==> src/rtl/uart_load_ctrl.sv <==
// Bulk-load sequencer for the UART word receiver: header (magic + count), N payload
// words streamed to a BRAM write port, then an XOR checksum trailer.
module uart_load_ctrl #(
  parameter int         WORD_WIDTH     = 24,
  parameter int         ADDR_WIDTH     = 10,
  parameter logic [7:0] MAGIC          = 8'hB1,
  parameter int         TIMEOUT_CYCLES = 1_000_000
) (
  input  logic                  clk_in,
  input  logic                  rst_in,
  input  logic                  start_in,
  input  logic [WORD_WIDTH-1:0] recv_data_in,
  input  logic                  recv_new_in,
  input  logic                  recv_busy_in,
  output logic                  receive_out,
  output logic                  wr_en_out,
  output logic [ADDR_WIDTH-1:0] wr_addr_out,
  output logic [WORD_WIDTH-1:0] wr_data_out,
  output logic [ADDR_WIDTH:0]   count_out,
  output logic                  busy_out,
  output logic                  done_out,
  output logic                  error_out,
  output logic [2:0]            error_code_out
);
  localparam int CW = ADDR_WIDTH + 1;
  localparam int TW = $clog2(TIMEOUT_CYCLES + 1);
  localparam logic [TW-1:0] T_LAST = TW'(TIMEOUT_CYCLES - 1);
  localparam logic [CW-1:0] MAX_N  = {1'b1, {ADDR_WIDTH{1'b0}}};

  typedef enum logic [2:0] {IDLE, HEADER, LOAD, CHECK, DONE, ERROR} state_t;

  state_t                state_q, state_d;
  logic [2:0]            code_d;
  logic [CW-1:0]         n_q, idx_q;
  logic [WORD_WIDTH-1:0] chk_q;
  logic [TW-1:0]         timer_q;

  logic [CW-1:0] hdr_n;
  logic          magic_ok, count_ok, expired, active_d;

  assign hdr_n    = recv_data_in[ADDR_WIDTH:0];
  assign magic_ok = recv_data_in[WORD_WIDTH-1 -: 8] == MAGIC;
  assign count_ok = (hdr_n != '0) && (hdr_n <= MAX_N);
  assign expired  = timer_q == T_LAST;
  assign active_d = state_d inside {HEADER, LOAD, CHECK};

  // A strobe arriving on the expiry cycle wins over the timeout.
  always_comb begin
    state_d = state_q;
    code_d  = 3'd0;
    case (state_q)
      IDLE, DONE, ERROR: if (start_in) state_d = HEADER;
      HEADER: begin
        if (recv_new_in) begin
          if (!magic_ok)      begin state_d = ERROR; code_d = 3'd1; end
          else if (!count_ok) begin state_d = ERROR; code_d = 3'd2; end
          else                      state_d = LOAD;
        end else if (expired) begin
          state_d = ERROR; code_d = 3'd3;
        end
      end
      LOAD: begin
        if (recv_new_in) begin
          if (idx_q == n_q - CW'(1)) state_d = CHECK;
        end else if (expired) begin
          state_d = ERROR; code_d = 3'd3;
        end
      end
      CHECK: begin
        if (recv_new_in) begin
          if (recv_data_in == chk_q) state_d = DONE;
          else begin state_d = ERROR; code_d = 3'd4; end
        end else if (expired) begin
          state_d = ERROR; code_d = 3'd3;
        end
      end
      default: state_d = IDLE;
    endcase
  end

  always_ff @(posedge clk_in) begin
    if (rst_in) begin
      state_q        <= IDLE;
      n_q            <= '0;
      idx_q          <= '0;
      chk_q          <= '0;
      timer_q        <= '0;
      receive_out    <= 1'b0;
      busy_out       <= 1'b0;
      wr_en_out      <= 1'b0;
      wr_addr_out    <= '0;
      wr_data_out    <= '0;
      count_out      <= '0;
      done_out       <= 1'b0;
      error_out      <= 1'b0;
      error_code_out <= 3'd0;
    end else begin
      state_q     <= state_d;
      receive_out <= active_d;
      busy_out    <= active_d;
      wr_en_out   <= 1'b0;

      if (state_d != state_q || recv_new_in)
        timer_q <= '0;
      else if (state_q inside {HEADER, LOAD, CHECK} && !recv_busy_in)
        timer_q <= timer_q + TW'(1);

      case (state_q)
        IDLE, DONE, ERROR: if (start_in) begin
          done_out       <= 1'b0;
          error_out      <= 1'b0;
          error_code_out <= 3'd0;
          count_out      <= '0;
          chk_q          <= '0;
        end
        HEADER: if (recv_new_in) begin
          n_q   <= hdr_n;
          idx_q <= '0;
          chk_q <= '0;
        end
        LOAD: if (recv_new_in) begin
          wr_en_out   <= 1'b1;
          wr_addr_out <= idx_q[ADDR_WIDTH-1:0];
          wr_data_out <= recv_data_in;
          chk_q       <= chk_q ^ recv_data_in;
          idx_q       <= idx_q + CW'(1);
          count_out   <= idx_q + CW'(1);
        end
        default: ;
      endcase

      if (state_d == DONE && state_q != DONE) done_out <= 1'b1;
      if (state_d == ERROR && state_q != ERROR) begin
        error_out      <= 1'b1;
        error_code_out <= code_d;
      end
    end
  end
endmodule

==> config.mk <==
export PLATFORM = sky130hd
export DESIGN_NAME = uart_load_ctrl
export DESIGN_NICKNAME = d
export VERILOG_FILES = /design/src/rtl/uart_load_ctrl.sv
export SDC_FILE = /design/constraint.sdc
export NUM_CORES = 1
export LEC_CHECK = 0
export ABC_AREA = 1
export CAP_MARGIN = 20
export CELL_PAD_IN_SITES_DETAIL_PLACEMENT = 1
export CELL_PAD_IN_SITES_GLOBAL_PLACEMENT = 1
export CORE_MARGIN = 1
export CORE_UTILIZATION = 30
export DETAILED_ROUTE_END_ITERATION = 8
export PLACE_DENSITY_LB_ADDON = 0.12
export SLEW_MARGIN = 20
export SYNTH_ARGS = -nofsm -noshare
export SYNTH_HDL_FRONTEND = slang
export SYNTH_SLANG_ARGS = --single-unit
==> constraint.sdc <==
create_clock -name clk_in -period 3.6 [get_ports clk_in]
set_clock_uncertainty 0.2 [all_clocks]
set_input_delay 0.72 -clock clk_in [delete_from_list [all_inputs] [get_ports clk_in]]
set_output_delay 0.72 -clock clk_in [all_outputs]
set_load 0.02 [all_outputs]
==> metrics.txt <==
initial core utilization 0.307; Core Region 18700 µm²; Cell Int Power 2.71 mW; Async SR Flop Fraction 0; Root Driver clkbuf_16; Routability Congestion between 0.8 and 0.9; GRT Overall Usage 0.193; WP data required 3.69 ns; IO Count 82; RSZ-0062 raised after global routing false; drt drc 0; vias per cell a little under 5; clock share of power 0.425; area grow syn2layout 27.8%; Max FO, Critical Path 20; detailed-route via count 5595; switch share 0.303; Final Net Count 949; IO Port Bufs 81; H-tree depth 4; P_leak 3.02 nW; CP startpoint recv_data_in[3]; Fin Setup TNS 0 ns; layout cells sized above 1 0.0613; synth warn 0; Worst Tran Pin Value 0.761 ns; FF-to-FF End timer_q[16]$_SDFFE_PP0P_; PD cells about 530 nW/µm²; DR WL/cell 15.4 µm; sequential fraction of the synthesis area 0.422; Flop pwr share 0.388; worst reg2reg path startpoint state_q[2]$_SDFF_PP0_; switching power total ~1.2 mW; max_cap viols 0; Slew Limit Fails 0; Synth Net Count roughly 900; Post-Syn Area per Cell ~6.8 µm²; Initial DRC Count 255; worst reg-to-reg path cell count 15; clock-pin slew on the worst setup and hold paths approximately 0.05 ns; met2 wire length 8860 µm; Die ar. 19700 µm²; setup ws final about 0.6 ns; commonest non-fill, non-tap cell in the layout nand2_1; vias in the first global route roughly 6000; number of flops mapped to enable cells by yosys 0; clock latency at the later pin of the worst-skew pair roughly 0.42 ns; Combinational Power Share 0.188; post_cts resized 0; DP Wirelength 12900 µm; Final ANT Viol Nets 0; Final setup viols 0; postcts setup bufs 0; clock tree buffer depth 2; Max transition margin 0.492; hold crit path type flop to flop; most frequent cells in the layout nand2_1 (171), dfxtp_1 (121), inv_1 (107); first-pass GRT wire length between 20000 and 30000 µm; VDD IR max between 0.3 and 0.4 mV; top cells by area, synth dfxtp_1 (42%), nand2_1 (11%), a21oi_1 (8.5%); kind of critical path input port to flop; largest net degree at the start of global routing 64; FP Rows 50; die width ~140 µm; CP startpoint kind input port; Yosys reg bits between 100 and 150; M1 wire length between 8000 and 9000 µm; CTS Hold Buffers Added 0; Setup Slack @ Placement 0.239 ns; Die Span Y 140 µm; CTS tree done; prevailing post-synth register cell dfxtp_1; fin crit share 0.833; Period minus WS final approximately 3 ns; top sig layer met4; # diodes 0; Syn Std Cell Area between 5000 and 6000 µm²; cell taking the most area after synthesis dfxtp_1; Worst Setup End Kind flop; Post-Syn Instances about 840; Power Total between 3 and 4 mW; worst hold margin ~0.27 ns; fmax ~0.33 GHz; Setup crit end timer_q[16]$_SDFFE_PP0P_; TritonCTS Buffers 17; initial antenna violation count 0; Distinct cells, synth 26; R2R setup slack approximately 0.67 ns; 1st-pass router iterations 4; metal3 WL 454 µm; status finished clean; share of the synthesized area in the top cell type 0.422; final hold vios 0; CTS sink cnt 121; Overflow after GRT 0; final wirelength between 15000 and 20000 µm; crit path DAT ~3 ns
==> registers in the layout, summed over array words and instances, names as in the netlist <==
register,cells
error_code_out,3
busy_out,1
timer_q,20
done_out,1
idx_q,11
error_out,1
n_q,11
chk_q,24
state_q,3
count_out,11
wr_data_out,24
wr_addr_out,10
wr_en_out,1
==> kinds of logic after synthesis <==
kind of cell | after synthesis | synth area share
AO/OA/AOI/OAI | 191 | 0.177
buffers and inverters | 147 | 0.0989
flip-flops | 121 | 0.422
adder cells (fa/ha/maj) | 3 | 0.00654
AND/OR/NAND/NOR | 356 | 0.259
multiplexers | 1 | 0.00174
XOR/XNOR | 23 | 0.0351
==> critical path: stages <==
cell	delay, ns
clkdlybuf4s50_1	0.49
nor2_1	0.12
nand3_1	0.13
o21ai_0	0.28
buf_4	0.18
nand4_1	0.10
a21oi_1	0.40
nand3_1	0.17
nand4_1	0.15
buf_4	0.26
nor2_1	0.08
==> per-stage QoR <==
step	std cells	utilization	area, µm²
global route	1164	0.393	7340
global placement	1132	0.362	6780
floorplan	842	-	5740
CTS	1164	0.393	7340
detailed placement	1132	0.362	6780
finish	1164	0.393	7340
==> cells in the mapped netlist, types with 2 or more instances <==
| master | number |
|---|---|
| nor3_1 | 8 |
| buf_2 | 10 |
| nand3_1 | 45 |
| nor2_4 | 2 |
| nand2_2 | 2 |
| xnor2_1 | 6 |
| a21oi_1 | 98 |
| nand3b_1 | 2 |
| nand3_2 | 2 |
| ha_1 | 3 |
| nand4_1 | 12 |
| a211oi_1 | 20 |
| o21ai_0 | 72 |
| nor2_2 | 3 |
| xor2_1 | 17 |
| inv_1 | 107 |
| inv_2 | 6 |
| nand2_1 | 171 |
| clkbuf_1 | 23 |
| nor2_1 | 107 |
| dfxtp_1 | 121 |
==> worst min path at each step <==
| stage | startpoint | end | slack (ns) | cells past startpoint |
|---|---|---|---|---|
| 5_1_grt | count_out[1]$_SDFFE_PP0P_ | count_out[1]$_SDFFE_PP0P_ | 0.30 | 2 |
| 6_report | count_out[1]$_SDFFE_PP0P_ | count_out[1]$_SDFFE_PP0P_ | 0.27 | 2 |
| 3_5_place_dp | done_out$_SDFFE_PP0P_ | done_out$_SDFFE_PP0P_ | 0.27 | 2 |
| 2_1_floorplan | chk_q[10]$_SDFFE_PP0P_ | chk_q[10]$_SDFFE_PP0P_ | 0.25 | 2 |
| 3_3_place_gp | count_out[1]$_SDFFE_PP0P_ | count_out[1]$_SDFFE_PP0P_ | 0.26 | 2 |
| 4_1_cts | count_out[1]$_SDFFE_PP0P_ | count_out[1]$_SDFFE_PP0P_ | 0.28 | 2 |
==> final cells by class <==
| cell class | instances | area [µm²] |
|---|---|---|
| Clock buffer | 20 | 437 |
| Fill cell | 2326 | 11400 |
| Tap cell | 234 | 293 |
| Inverter | 113 | 424 |
| Sequential cell | 121 | 2420 |
| Clock inverter | 12 | 128 |
| Timing Repair Buffer | 90 | 878 |
| Multi-Input combinational cell | 574 | 2760 |
==> power by group through the flow <==
stage	sequential, mW	clock [mW]	combinational, mW
CTS	1.51	1.69	0.738
floorplan	1.55	0	0.469
finish	1.51	1.65	0.729
global route	1.52	1.75	0.831
detailed placement	1.54	0	0.731
global placement	1.53	0	0.706
==> per-layer routing <==
metal  vias to the layer above  track usage
li1                       2857            -
met1                      2633        0.232
met2                        76        0.343
met3                        29       0.0359
met4                         0       0.0717
met5                         -            0
No activity file was read; power rests on OpenSTA's default activity.
